### src/rtl/prog_host_ctrl.sv
// Host-side master for the pipeline programming/debug ports.
// One command in, timed port transactions out, one response back.
module prog_host_ctrl #(
  parameter int IMEM_AW = 9,
  parameter int DMEM_AW = 8,
  parameter int DMEM_DW = 64,
  parameter int CNT_W   = 16
) (
  input  logic               clk,
  input  logic               reset,
  input  logic               cmd_valid,
  output logic               cmd_ready,
  input  logic [2:0]         cmd_op,
  input  logic [IMEM_AW-1:0] cmd_addr,
  input  logic [DMEM_DW-1:0] cmd_wdata,
  input  logic               abort,
  output logic               rsp_valid,
  input  logic               rsp_ready,
  output logic [DMEM_DW-1:0] rsp_data,
  output logic               rsp_err,
  output logic               rsp_aborted,
  output logic               busy,
  output logic               run,
  output logic               step,
  output logic               pc_reset_pulse,
  output logic               imem_prog_we,
  output logic [IMEM_AW-1:0] imem_prog_addr,
  output logic [31:0]        imem_prog_wdata,
  output logic               dmem_prog_en,
  output logic               dmem_prog_we,
  output logic [DMEM_AW-1:0] dmem_prog_addr,
  output logic [DMEM_DW-1:0] dmem_prog_wdata,
  input  logic [DMEM_DW-1:0] dmem_prog_rdata
);

  localparam logic [2:0] OP_NOP  = 3'd0;
  localparam logic [2:0] OP_IWR  = 3'd1;
  localparam logic [2:0] OP_DWR  = 3'd2;
  localparam logic [2:0] OP_DRD  = 3'd3;
  localparam logic [2:0] OP_PCR  = 3'd4;
  localparam logic [2:0] OP_RUN  = 3'd5;
  localparam logic [2:0] OP_STEP = 3'd6;

  typedef enum logic [2:0] {
    IDLE, PULSE, GAP, RD_EN, RD_WAIT, RUNNING, RSP
  } state_t;

  state_t               state_q, state_d;
  logic [CNT_W-1:0]     cnt_q, cnt_d;
  logic                 rdy_q, rdy_d;
  logic                 busy_q, busy_d;
  logic                 rvld_q, rvld_d;
  logic [DMEM_DW-1:0]   rdata_q, rdata_d;
  logic                 err_q, err_d;
  logic                 abt_q, abt_d;
  logic                 run_q, run_d;
  logic                 step_q, step_d;
  logic                 pcr_q, pcr_d;
  logic                 iwe_q, iwe_d;
  logic [IMEM_AW-1:0]   iaddr_q, iaddr_d;
  logic [31:0]          iwdata_q, iwdata_d;
  logic                 den_q, den_d;
  logic                 dwe_q, dwe_d;
  logic [DMEM_AW-1:0]   daddr_q, daddr_d;
  logic [DMEM_DW-1:0]   dwdata_q, dwdata_d;
  logic [CNT_W-1:0]     n_cyc;
  logic                 accept;

  assign n_cyc  = cmd_wdata[CNT_W-1:0];
  assign accept = cmd_valid & rdy_q;

  always_comb begin
    state_d  = state_q;
    cnt_d    = cnt_q;
    rdata_d  = rdata_q;
    err_d    = err_q;
    abt_d    = abt_q;
    run_d    = 1'b0;
    step_d   = 1'b0;
    pcr_d    = 1'b0;
    iwe_d    = 1'b0;
    den_d    = 1'b0;
    dwe_d    = 1'b0;
    iaddr_d  = iaddr_q;
    iwdata_d = iwdata_q;
    daddr_d  = daddr_q;
    dwdata_d = dwdata_q;
    unique case (state_q)
      IDLE: begin
        if (accept) begin
          iaddr_d  = cmd_addr;
          iwdata_d = cmd_wdata[31:0];
          daddr_d  = cmd_addr[DMEM_AW-1:0];
          dwdata_d = cmd_wdata;
          rdata_d  = '0;
          err_d    = 1'b0;
          abt_d    = 1'b0;
          state_d  = PULSE;
          case (cmd_op)
            OP_IWR:  iwe_d = 1'b1;
            OP_DWR: begin
              den_d = 1'b1;
              dwe_d = 1'b1;
            end
            OP_DRD: begin
              den_d    = 1'b1;
              dwdata_d = '0;
              state_d  = RD_EN;
            end
            OP_PCR:  pcr_d  = 1'b1;
            OP_STEP: step_d = 1'b1;
            OP_RUN: begin
              if (n_cyc == '0) begin
                state_d = RSP;
              end else begin
                run_d   = 1'b1;
                cnt_d   = n_cyc;
                state_d = RUNNING;
              end
            end
            OP_NOP:  state_d = RSP;
            default: begin
              err_d   = 1'b1;
              state_d = RSP;
            end
          endcase
        end
      end
      PULSE:   state_d = GAP;
      GAP:     state_d = RSP;
      RD_EN:   state_d = RD_WAIT;
      RD_WAIT: begin
        rdata_d = dmem_prog_rdata;
        state_d = RSP;
      end
      RUNNING: begin
        // cnt_q counts run cycles still owed, including the current one
        if (abort) begin
          abt_d   = 1'b1;
          cnt_d   = '0;
          state_d = RSP;
        end else if (cnt_q == CNT_W'(1)) begin
          cnt_d   = '0;
          state_d = RSP;
        end else begin
          run_d = 1'b1;
          cnt_d = cnt_q - CNT_W'(1);
        end
      end
      RSP: begin
        if (rspready_ok(rsp_ready)) begin
          rdata_d = '0;
          err_d   = 1'b0;
          abt_d   = 1'b0;
          state_d = IDLE;
        end
      end
      default: state_d = IDLE;
    endcase
    rdy_d  = (state_d == IDLE);
    busy_d = (state_d != IDLE);
    rvld_d = (state_d == RSP);
  end

  function automatic logic rspready_ok(input logic r);
    return r;
  endfunction

  always_ff @(posedge clk or posedge reset) begin
    if (reset) begin
      state_q  <= IDLE;
      cnt_q    <= '0;
      rdy_q    <= 1'b0;
      busy_q   <= 1'b0;
      rvld_q   <= 1'b0;
      rdata_q  <= '0;
      err_q    <= 1'b0;
      abt_q    <= 1'b0;
      run_q    <= 1'b0;
      step_q   <= 1'b0;
      pcr_q    <= 1'b0;
      iwe_q    <= 1'b0;
      iaddr_q  <= '0;
      iwdata_q <= '0;
      den_q    <= 1'b0;
      dwe_q    <= 1'b0;
      daddr_q  <= '0;
      dwdata_q <= '0;
    end else begin
      state_q  <= state_d;
      cnt_q    <= cnt_d;
      rdy_q    <= rdy_d;
      busy_q   <= busy_d;
      rvld_q   <= rvld_d;
      rdata_q  <= rdata_d;
      err_q    <= err_d;
      abt_q    <= abt_d;
      run_q    <= run_d;
      step_q   <= step_d;
      pcr_q    <= pcr_d;
      iwe_q    <= iwe_d;
      iaddr_q  <= iaddr_d;
      iwdata_q <= iwdata_d;
      den_q    <= den_d;
      dwe_q    <= dwe_d;
      daddr_q  <= daddr_d;
      dwdata_q <= dwdata_d;
    end
  end

  assign cmd_ready       = rdy_q;
  assign busy            = busy_q;
  assign rsp_valid       = rvld_q;
  assign rsp_data        = rdata_q;
  assign rsp_err         = err_q;
  assign rsp_aborted     = abt_q;
  assign run             = run_q;
  assign step            = step_q;
  assign pc_reset_pulse  = pcr_q;
  assign imem_prog_we    = iwe_q;
  assign imem_prog_addr  = iaddr_q;
  assign imem_prog_wdata = iwdata_q;
  assign dmem_prog_en    = den_q;
  assign dmem_prog_we    = dwe_q;
  assign dmem_prog_addr  = daddr_q;
  assign dmem_prog_wdata = dwdata_q;

endmodule

### config.mk
export PLATFORM = sky130hd
export DESIGN_NAME = prog_host_ctrl
export DESIGN_NICKNAME = d
export VERILOG_FILES = /design/src/rtl/prog_host_ctrl.sv
export SDC_FILE = /design/constraint.sdc
export NUM_CORES = 1
export LEC_CHECK = 0
export ABC_AREA = 0
export CAP_MARGIN = 15
export CORE_AREA = 4 4 189 191
export DETAILED_ROUTE_END_ITERATION = 10
export DIE_AREA = 0 0 193 195
export PLACE_DENSITY = 0.58
export SETUP_SLACK_MARGIN = 0.5
export SYNTH_ARGS = -nofsm -noshare
export SYNTH_HDL_FRONTEND = slang
export SYNTH_SLANG_ARGS = --single-unit
export TNS_END_PERCENT = 50
### constraint.sdc
create_clock -name clk -period 8.3 [get_ports clk]
set_input_delay 2.075 -clock clk [delete_from_list [all_inputs] [get_ports clk]]
set_output_delay 2.075 -clock clk [all_outputs]
set_load 0.02 [all_outputs]
### After elaboration in Yosys (flattened, before gate mapping)

Index checks and enable logic that the tools add are counted.

| storage, ports and cells | value |
|---|---|
| bits in registers | 207 |
| word-level logic and storage cells | 102 |
| output and inout port bits | 188 |

| cells by class | value |
|---|---|
| reductions and logical operators | 18 |
| equal/unequal tests | 19 |
| add/sub/neg operators | 1 |
| multiplexer cells | 45 |
| bitwise logic cells | 1 |

Operators with widths:

| kind | count |
|---|---|
| 2-to-1 mux 64 bit | 3 |
| one-hot mux 64 bit (3 select lines) | 1 |
| 2-to-1 mux 16 bit | 5 |
| one-hot mux 16 bit (2 select lines) | 1 |
| 2-to-1 mux 1 bit | 25 |
| equality test 3 bit, second input constant | 7 |
| one-hot mux 3 bit (6 select lines) | 1 |
| equality test 16 x 1 -> 1 bit, second input constant | 1 |
| logical NOT 16 bit | 1 |
| subtractor 16 x 1 -> 16 bit, second input constant | 1 |
| equality test 3 x 2 -> 1 bit, second input constant | 4 |
| 2-to-1 mux 3 bit | 4 |
| logical NOT 3 bit | 3 |
| one-hot mux 3 bit (3 select lines) | 1 |
| nonzero test 3 bit | 3 |
| inequality test 2 bit, second input constant | 4 |
| AND reduction 4 bit | 2 |
| OR reduction 7 bit | 1 |
| equality test 3 x 1 -> 1 bit, second input constant | 2 |
| AND reduction 3 bit | 2 |
| one-hot mux 1 bit (2 select lines) | 2 |
| nonzero test 2 bit | 2 |
| OR reduction 2 bit | 2 |
| OR reduction 4 bit | 1 |
| 5 further kinds | 5 |

### Depth between registers and ports, before layout

Gate-level depths: netlist of the first run.

| logic depth | value |
|---|---|
| depth in word-level cells | 6 |
| mapped depth | 8 |
| mapped depth without buffers | 7 |

### Least setup slack after synthesis of the first run

OpenSTA, ideal clock, no wires.

| timing path | value |
|---|---|
| path type | input-to-reg |
| start | input cmd_wdata[11] |
| end | register cnt_q[11] |
| data arrival time | 3,292 ps |
| path slack | 4,882 ps |
| setup time | 126 ps |
| cell stages on the path | 5 |
| cell sequence | nor4_1 > a41oi_1 > and2_1 > buf_2 > a221o_1 |

| between the ends | value |
|---|---|
| longest elaborated chain between the ends | 4 |

RTL lines:

| element | RTL line | source |
|---|---|---|
| start, declared | 15 | `input logic [DMEM_DW-1:0] cmd_wdata,` |
| branches (longest 4 deep; another with logical NOT 16 bit) | n/a |  |
| end signal, assigned | 191 | `cnt_q <= cnt_d;` |
| end, declared | 49 | `logic [CNT_W-1:0] cnt_q, cnt_d;` |

Several ways; the timed one is not identified. The select of a mux whose other input is x is not followed.
A chain may end at the register's enable or synchronous reset.

### Worst setup path in the final report of the first run

| timing path | value |
|---|---|
| start | input cmd_valid |
| end | register err_q (netlist: rsp_err) |

| between the ends | value |
|---|---|
| longest elaborated chain between the ends | 3 |

RTL lines:

| element | RTL line | source |
|---|---|---|
| start, declared | 11 | `input logic cmd_valid,` |
| AND 1 bit | 70 | `assign accept = cmd_valid & rdy_q;` |
| inequality test 2 bit (no line) | n/a |  |
| AND reduction 3 bit (no line) | n/a |  |
| end signal, assigned | 196 | `err_q <= err_d;` |
| end, declared | 54 | `logic err_q, err_d;` |

Every way passes these cells.

==> results by group, run 1 <==
Layout
  – Footprint of the multi-input gates: about 2800 um^2
  – Storage element area: 4980 um^2
  – Proportion of layout cells with a drive suffix above 1: under 10%
  – Final instance area: between 10000 and 15000 um^2
  – Area Overhead vs Synth: 52.09%
  – Fill count: approximately 3400
  – Final std cells w/o fill: 1557
  – Nets: about 1200
  – Most common cell after layout, fill and taps aside: clkdlybuf4s50_1
  – Most frequent cells in the layout: clkdlybuf4s50_1, nand2_1, dfrtp_1

Clocking
  – CTS Buf Count: 17
  – Clk Latency, worst-skew pair: between 0.4 and 0.5 ns
  – Deepest clock path buffer count: 2
  – H-tree depth: 4
  – CTS tree: done
  – CTS sink count: 199
  – Cts repair resizes: 0
  – Root Buffer: clkbuf_16
  – Clock transition at path regs: about 0.07 ns
  – Hold bufs inserted after CTS: 0
  – Setup bufs post-CTS: 0

STA
  – Fmax: about 0.24 GHz
  – Skew final: ~0.013 ns
  – Fin. max-slew vios: 0
  – Final TNS setup: 0 ns
  – Worst Tran Pin Value: 1.051 ns
  – Final setup viols: 0
  – RSZ-0062 raised after global routing: no
  – Rel. slew slack: about 30%
  – Fin crit share: 49.86%
  – Fin. Hold Viols: 0
  – Final period demand of the worst path: just over 4 ns

Synth
  – Sequential share of the synthesized area: between 60 and 70%
  – Largest cells by area after synthesis: dfrtp_1, nand2_1, a22o_1
  – Synth Flop Type: dfrtp_1
  – Syn avg cell area: approximately 10 um^2
  – YS warnings: 0
  – Area leader, netlist: dfrtp_1
  – Post-Synthesis Cells: 795
  – Yosys cell types: 55
  – EDFF count, synth: 0
  – Mapped cell area: ~8100 um^2
  – Share of the synthesized area in the top cell type: between 60% and 70%
  – Syn Nets: ~940
  – Post-synth ARST share: 100.0%
  – Seq cells post-synth: 199

Detailed routing
  – Top routing layer in use: met4
  – Met1 Wirelength: approximately 11000 um
  – Post-DR wirelength/cell: 17.38 um
  – First DRT Iteration DRCs: around 320
  – Met3 wire length: between 2000 and 2500 um
  – Remaining DRCs: 0
  – Drt pass-1 iters: 5
  – DRT antenna net count: 0
  – Metal2 WL: about 13000 um
  – Overall routed net length: approximately 27000 um
  – DR vias: 6906
  – Drt via density: ~4.4

Floorplanning
  – Die footprint: between 30000 and 40000 um^2
  – Core area: about 34000 um^2
  – Chip height: around 200 um
  – Starting Density: between 20% and 30%
  – Row count: between 60 and 70
  – Die width: 193 um
  – I/O pin cnt: between 300 and 400

Pwr
  – Leak pwr: between 0.005 and 0.006 uW
  – Pwr dens: approximately 310 nW/um^2
  – Total design power: 3873 uW
  – Worst VDD drop: between 0.1 and 0.15 mV

Global route
  – Global-route usage over all layers: 14.13%
  – Pin count of the biggest net entering global routing: about 130
  – Gr ovfl total: 0
  – First-pass GRT wire length: 41460 um
  – Vias in the first global route: roughly 6900
  – Initial antenna violation count: 1

Min path
  – Worst hold endpoint: dmem_prog_wdata[44]$_DFFE_PP0P_
  – Hold-critical path depth: 2
  – Worst hold path type: flip-flop to flip-flop
  – Hold path startpoint: dmem_prog_wdata[44]$_DFFE_PP0P_

Setup path
  – WP data arrival: around 4.5 ns
  – Capturing point of the worst reg2reg path: rsp_err$_DFFE_PP0P_
  – Cell family with most CP delay: buffers and inverters
  – Worst setup SP type: input port
  – R2R depth: 5
  – Crit path required time: 8.67 ns
  – Worst setup EP type: flip-flop
  – Critical Path Fanout Max: 79
  – Slowest cell on the critical path: buf_4
  – R2R Setup Slk: between 5 and 6 ns
  – Start of the worst register-to-register path: state_q[1]$_DFF_PP0_
  – Crit-path cells: clkdlybuf4s50_1 -> nand2_1 -> nor2_4 -> buf_4 -> nand3_1 -> a21boi_1
  – Worst Path Buf+Inv: 2
  – Delay of the slowest critical-path stage: ~0.76 ns
  – CP Class: input port to flip-flop

Run
  – MaxCap Viol Count: 0

Placed design
  – Placed instance count: between 1500 and 2000
  – DP Area: ~12000 um^2
  – DP HPWL: between 15000 and 20000 um
  – Gp weighted congestion: around 0.78
  – Port Buffer Count: ~330

Status
  – Status: complete, no violations
## layer usage
metal / track usage (%) / vias to the layer above
li1: - / 3293
met1: 17.92 / 3370
met5: 0 / -
met4: 4.694 / 0
met2: 22.43 / 209
met3: 5.130 / 34
## cells by family (layout without fill, tap and decap cells)
| group | Yosys count | count (layout) | synth area share [%] |
|---|---|---|---|
| simple gates | 398 | 398 | 21.93 |
| xor+xnor | 1 | 1 | 0.1078 |
| compound gates | 122 | 122 | 11.87 |
| fa+ha+maj | 2 | 2 | 0.3079 |
| other cells | 0 | 1 | 0 |
| flops | 199 | 199 | 61.29 |
| mux | 3 | 3 | 0.3696 |
| buf+inv | 70 | 376 | 4.127 |
## cells in the mapped netlist, types with 3 or more instances
master,n
a22o_1,66
a221o_1,3
buf_2,22
o21ai_0,6
nor4b_1,3
nor4_1,8
dfrtp_1,199
nor3_1,12
a21o_1,4
o21ai_1,11
o2bb2ai_1,6
nand3_1,67
clkbuf_1,32
mux2i_1,3
nand2b_1,3
nand2_1,267
and2_1,6
inv_1,5
nor2_1,13
a22oi_1,4
a21oi_1,6
buf_4,8
## through the flow
stage	setup WS, ns	hold WS, ns	util [%]
after floorplan	0.7993	0.4765	-
after global placement	3.671	0.4485	34.51
after detailed placement	3.650	0.4556	34.51
after CTS	4.155	0.4722	36.21
after global routing	3.966	0.4886	36.22
final	4.162	0.4683	36.22
## report_power, final
part / internal, uW / switching, uW
Combinational: 745 / 837
Clock: 433 / 411
Sequential: 1250 / 192
Total: 2430 / 1440
## tightest hold or removal path, stage by stage, from the launching register on
cell     delay (ns)
dfrtp_1        0.34
nand2_1        0.05
nand2_1        0.05
## final cells by class
class | instances | area share, %
Timing Repair Buffer | 338 | 27.26
Multi-Input combinational cell | 526 | 22.88
Clock buffer | 19 | 3.584
Sequential cell | 199 | 40.30
Inverter | 6 | 0.2430
Clock inverter | 13 | 1.114
Tap cell | 455 | 4.607
Antenna cell | 1 | 0.02025
## sequential cells by signal (all words and copies together) (netlist names)
name	cells
busy	1
cmd_ready	1
cnt_q	16
dmem_prog_en	1
dmem_prog_wdata	64
dmem_prog_we	1
imem_prog_addr	9
imem_prog_wdata	32
imem_prog_we	1
pc_reset_pulse	1
rsp_aborted	1
rsp_data	64
rsp_err	1
rsp_valid	1
run	1
state_q	3
step	1
## worst max path at each step
stage                   start                   to  depth (start not counted)
floorplan               reset       busy$_DFF_PP0_                          1
global placement    cmd_valid  rsp_err$_DFFE_PP0P_                          6
detailed placement  cmd_valid  rsp_err$_DFFE_PP0P_                          6
CTS                 cmd_valid  rsp_err$_DFFE_PP0P_                          6
global route        cmd_valid  rsp_err$_DFFE_PP0P_                          6
finish              cmd_valid  rsp_err$_DFFE_PP0P_                          6
Note: power is estimated with default switching activity, not from simulation.
==> run 2: changes to the inputs <==
- clock period: 8.3 -> 4.1 ns (I/O delays scaled with it)
==> results by group, run 2 (synthesis gave the netlist of run 1 again) <==
Status
  – Status: complete, no violations

Layout
  – Area Overhead vs Synth: 54.64%
  – Proportion of layout cells with a drive suffix above 1: 6.004%
  – Most frequent cells in the layout: clkdlybuf4s50_1, nand2_1, dfrtp_1
  – Most common cell after layout, fill and taps aside: clkdlybuf4s50_1
  – Nets: around 1300
  – Final core utilization: between 30% and 40%

Clocking
  – CTS Buf Count: 17
  – CTS tree: done
  – H-tree depth: 4
  – Cts repair resizes: 0
  – Clock transition at path regs: approximately 0.070 ns
  – CTS sink count: 199
  – Setup bufs post-CTS: 0
  – Root Buffer: clkbuf_16
  – Clk Latency, worst-skew pair: about 0.45 ns
  – Hold bufs inserted after CTS: 0
  – Deepest clock path buffer count: 2

Min path
  – Hold-critical path depth: 2
  – Worst hold path type: flip-flop to flip-flop

Floorplanning
  – Starting Density: about a quarter
  – I/O pin cnt: about 330
  – Die width: 193 um
  – Chip height: 195 um
  – Die footprint: about 38000 um^2
  – Core area: around 34000 um^2
  – Row count: 68

Setup path
  – Worst setup SP type: input port
  – CP Class: input port to flip-flop
  – WP data arrival: about 3.4 ns
  – Worst setup EP type: flip-flop
  – Critical Path Fanout Max: 6
  – R2R depth: 5
  – Crit path required time: between 4 and 5 ns

STA
  – Skew final: 0.01452 ns
  – Final TNS setup: 0 ns
  – Fmax: ~0.33 GHz
  – Fin. Hold Viols: 0
  – Final period demand of the worst path: a little over 3 ns
  – Worst Tran Pin Value: slightly below 1 ns
  – Fin crit share: about 74%
  – Fin. max-slew vios: 0
  – Rel. slew slack: between 30% and 40%
  – RSZ-0062 raised after global routing: no
  – Final setup viols: 0

Global route
  – Gr ovfl total: 0
  – Pin count of the biggest net entering global routing: 67
  – Initial antenna violation count: 1
  – Vias in the first global route: about 7000
  – Global-route usage over all layers: roughly 15%
  – First-pass GRT wire length: roughly 43000 um

Detailed routing
  – Post-DR wirelength/cell: approximately 17 um
  – Drt via density: 4.448
  – Remaining DRCs: 0
  – Overall routed net length: ~27000 um
  – DR vias: 6993
  – Drt pass-1 iters: 5
  – First DRT Iteration DRCs: 356
  – DRT antenna net count: 0

Placed design
  – DP HPWL: 19750 um
  – Gp weighted congestion: just over 0.8
  – Port Buffer Count: roughly 330

Pwr
  – Leak pwr: 0.005784 uW
  – Pwr dens: between 600 and 700 nW/um^2
  – Int Pwr: ~5100 uW
  – Switching part of the total power: about 36%
  – Psw: 2883 uW
  – Worst VDD drop: approximately 0.29 mV
  – Reg power frac: between 30% and 40%
  – Clock power share: between 20% and 30%
  – Combinational share of power: about two fifths

Run
  – MaxCap Viol Count: 0
[run 2: changes by cell type in the layout (fill, tap and decap cells not counted), moves of 2 or more]
cell and delta:
buf_12 +3, bufinv_16 +3, clkinvlp_4 -2, clkinv_2 +2
clkinv_4 -2, inv_6 +4, inv_8 -5, buf_4 +12
[run 2: final timing paths]
kind | from | end | slack [ns]
hold / removal | dmem_prog_wdata[0]$_DFFE_PP0P_ | dmem_prog_wdata[0]$_DFFE_PP0P_ | 0.47
min in group asynchronous | reset | rsp_data[48]$_DFFE_PP0P_ | 1.14
setup reg to reg | state_q[1]$_DFF_PP0_ | cnt_q[7]$_DFFE_PP0P_ | 1.62
max in group asynchronous | reset | rsp_data[62]$_DFFE_PP0P_ | 2.18
hold reg to reg | dmem_prog_wdata[0]$_DFFE_PP0P_ | dmem_prog_wdata[0]$_DFFE_PP0P_ | 0.47
setup / recovery | cmd_wdata[11] | cnt_q[10]$_DFFE_PP0P_ | 1.06
[run 2: layout make-up]
type                            count  area [um^2]
Timing Repair Buffer              353         3518
Tap cell                          455        569.3
Clock buffer                       19        452.9
Sequential cell                   199         4980
Clock inverter                     13        187.7
Multi-Input combinational cell    526         2828
Fill cell                        3411        21550
Inverter                            6        26.28
Antenna cell                        1        2.502
[run 2: metal layers]
metal	up-vias	global-route usage [%]	wire length, um
li1	3323	-	-
met1	3423	18.58	11380
met2	223	23.63	13580
met3	24	5.238	2190
met4	0	3.593	329
met5	-	0	0
[run 2: stage by stage]
step           hold slack [ns]  total power (uW)  area (um^2)  cells  setup slack, ns
5_1_grt                 0.4868              8464        12560   1572           0.9830
3_3_place_gp            0.4481              6188        11920   1539           0.6468
6_report                0.4651              8008        12560   1572            1.061
3_5_place_dp            0.4547              6205        11920   1539           0.6511
2_1_floorplan           0.4765              4583         8129    795           0.5007
4_1_cts                 0.4705              8126        12560   1571            1.135
[run 2: power by group through the flow]
| stage | clock [uW] | combinational [uW] | sequential, uW |
|---|---|---|---|
| after floorplan | 0 | 1030 | 3550 |
| after global placement | 0 | 3250 | 2940 |
| after detailed placement | 0 | 3260 | 2940 |
| after CTS | 1930 | 3270 | 2920 |
| after global routing | 2010 | 3450 | 3000 |
| final | 1870 | 3220 | 2920 |
[run 2: critical path, cell delays in order]
cell	delay, ns
clkdlybuf4s50_1	0.52
nor4_1	0.64
a41oi_1	0.43
and2_1	0.37
a221o_1	0.38
==> run 3: changes to the inputs <==
- PLACE_DENSITY: 0.58 -> 0.59
- clock period: 4.1 -> 2.5 ns (I/O delays scaled with it)
==> results by group, run 3 (synthesis gave the netlist of run 1 again) <==
Clocking
  – H-tree depth: 4
  – CTS Buf Count: 17
  – Root Buffer: clkbuf_16
  – Clock transition at path regs: roughly 0.07 ns
  – CTS sink count: 199
  – Clk Latency, worst-skew pair: between 0.4 and 0.5 ns
  – Deepest clock path buffer count: 2
  – CTS tree: done

Pwr
  – Switching part of the total power: 37.33%
  – Reg power frac: a little under two fifths
  – Pwr dens: 965.3 nW/um^2
  – Combinational share of power: between 40% and 50%
  – Leak pwr: about 0.0073 uW
  – Psw: 4736 uW
  – Int Pwr: about 8000 uW
  – Worst VDD drop: around 0.45 mV
  – Clock power share: between 20% and 30%

Setup path
  – Worst Path Buf+Inv: 1
  – Crit-path cells: clkdlybuf4s50_1
  – WP data arrival: 1.41 ns
  – Critical Path Fanout Max: 1
  – Cell family with most CP delay: buffers and inverters
  – CP Class: flip-flop to output port
  – Crit path required time: 1.88 ns
  – Slowest cell on the critical path: clkdlybuf4s50_1
  – Delay of the slowest critical-path stage: around 0.65 ns
  – Worst setup EP type: output port
  – Worst setup SP type: flip-flop

Layout
  – Most frequent cells in the layout: nand2_1, dfrtp_1, clkdlybuf4s50_1
  – Area Overhead vs Synth: 61.73%
  – Nets: 1300
  – Storage element area: 4984 um^2
  – Diode count: 0
  – Most common cell after layout, fill and taps aside: nand2_1
  – Final core utilization: about two fifths
  – Fill count: 3379
  – Footprint of the multi-input gates: approximately 3000 um^2
  – Proportion of layout cells with a drive suffix above 1: approximately 11%

Floorplanning
  – Chip height: between 150 and 200 um
  – Core area: 34120 um^2
  – Row count: between 60 and 70
  – I/O pin cnt: roughly 330
  – Die width: approximately 190 um
  – Starting Density: around a quarter
  – Die footprint: around 38000 um^2

Placed design
  – DP HPWL: around 20000 um
  – Port Buffer Count: between 300 and 400
  – Gp weighted congestion: about 0.78

STA
  – Worst Tran Pin Value: about 0.47 ns
  – Fmax: 0.4917 GHz
  – Fin. Hold Viols: 0
  – Fin. max-slew vios: 0
  – Final setup viols: 0
  – Skew final: ~0.012 ns
  – RSZ-0062 raised after global routing: yes
  – Fin crit share: around four fifths
  – Final TNS setup: 0 ns
  – Rel. slew slack: a little under 70%
  – Final period demand of the worst path: about 2 ns

Detailed routing
  – Overall routed net length: 27570 um
  – Drt via density: 4.419
  – DR vias: between 7000 and 8000
  – DRT antenna net count: 0
  – Remaining DRCs: 0
  – First DRT Iteration DRCs: a little under 400
  – Drt pass-1 iters: 5
  – Post-DR wirelength/cell: ~17 um

Global route
  – Global-route usage over all layers: 14.39%
  – Vias in the first global route: between 7000 and 8000
  – Gr ovfl total: 0
  – Pin count of the biggest net entering global routing: between 80 and 90
  – Initial antenna violation count: 1
  – First-pass GRT wire length: between 40000 and 50000 um

Status
  – Status: complete, no violations

Run
  – MaxCap Viol Count: 0

Min path
  – Worst hold path type: flip-flop to flip-flop
==> run 3: cell count changes in the layout (fill, tap and decap cells not counted), moves of 3 or more <==
cell | before | now
dlymetal6s2s_1 | 0 | 60
buf_4 | 18 | 58
dfrtp_2 | 0 | 3
dfrtp_1 | 199 | 196
clkdlybuf4s50_1 | 332 | 185
buf_12 | 3 | 13
nor4_1 | 8 | 4
bufinv_16 | 4 | 1
dlygate4sd2_1 | 0 | 87
==> run 3: timing repair <==
item | in CTS | in global routing
setup buffers | 0 | 13
gates resized for setup | 99 | 70
pin swaps | 0 | 11
setup endpoints to repair | 206 | 116
hold buffers | 0 | 0
==> run 3: worst paths after layout <==
check,from,to,slack [ns],depth (start not counted)
min in group asynchronous,reset,rsp_data[26]$_DFFE_PP0P_,0.50,2
max in group asynchronous,reset,cnt_q[13]$_DFFE_PP0P_,1.26,3
setup / recovery,dmem_prog_en$_DFF_PP0_,dmem_prog_en,0.47,1
hold / removal,dmem_prog_wdata[22]$_DFFE_PP0P_,dmem_prog_wdata[22]$_DFFE_PP0P_,0.46,2
setup reg to reg,cnt_q[4]$_DFFE_PP0P_,cnt_q[10]$_DFFE_PP0P_,0.54,6
hold reg to reg,dmem_prog_wdata[22]$_DFFE_PP0P_,dmem_prog_wdata[22]$_DFFE_PP0P_,0.46,2
==> run 3: metrics by stage <==
step / worst slack (ns) / cells / hold slack [ns] / instance area (um^2) / total power (uW)
finish: 0.4663 / 1621 / 0.4627 / 13140 / 12690
global route: 0.4099 / 1621 / 0.4886 / 13140 / 13440
CTS: 0.4205 / 1608 / 0.4685 / 12840 / 12810
detailed placement: -0.3032 / 1576 / 0.4555 / 12320 / 10280
global placement: -0.2362 / 1576 / 0.4487 / 12320 / 10230
floorplan: -0.6993 / 795 / 0.4765 / 8129 / 7516
==> run 3: power groups by stage <==
stage,Clock [uW],Sequential (uW),Combinational [uW]
detailed placement,0,4840,5440
global route,2970,4900,5570
floorplan,0,5820,1690
finish,2730,4770,5190
CTS,2840,4780,5190
global placement,0,4810,5420
==> run 3: cell type report <==
type	instances	area share (%)
multi-input cells	526	22.31
clock inverters	13	0.8950
repair buffers	403	30.90
clock buffers	19	3.447
well taps	455	4.332
flip-flops and latches	199	37.92
inverters	6	0.1999
==> run 3: metal layers <==
layer  part of all wire [%]  GRT usage [%]  vias up
met1                     42          18.25     3478
met2                     48          22.97      232
li1                       -              -     3425
met4                    2.1          4.904        0
met5                      0              0        -
met3                    7.5          4.916       29
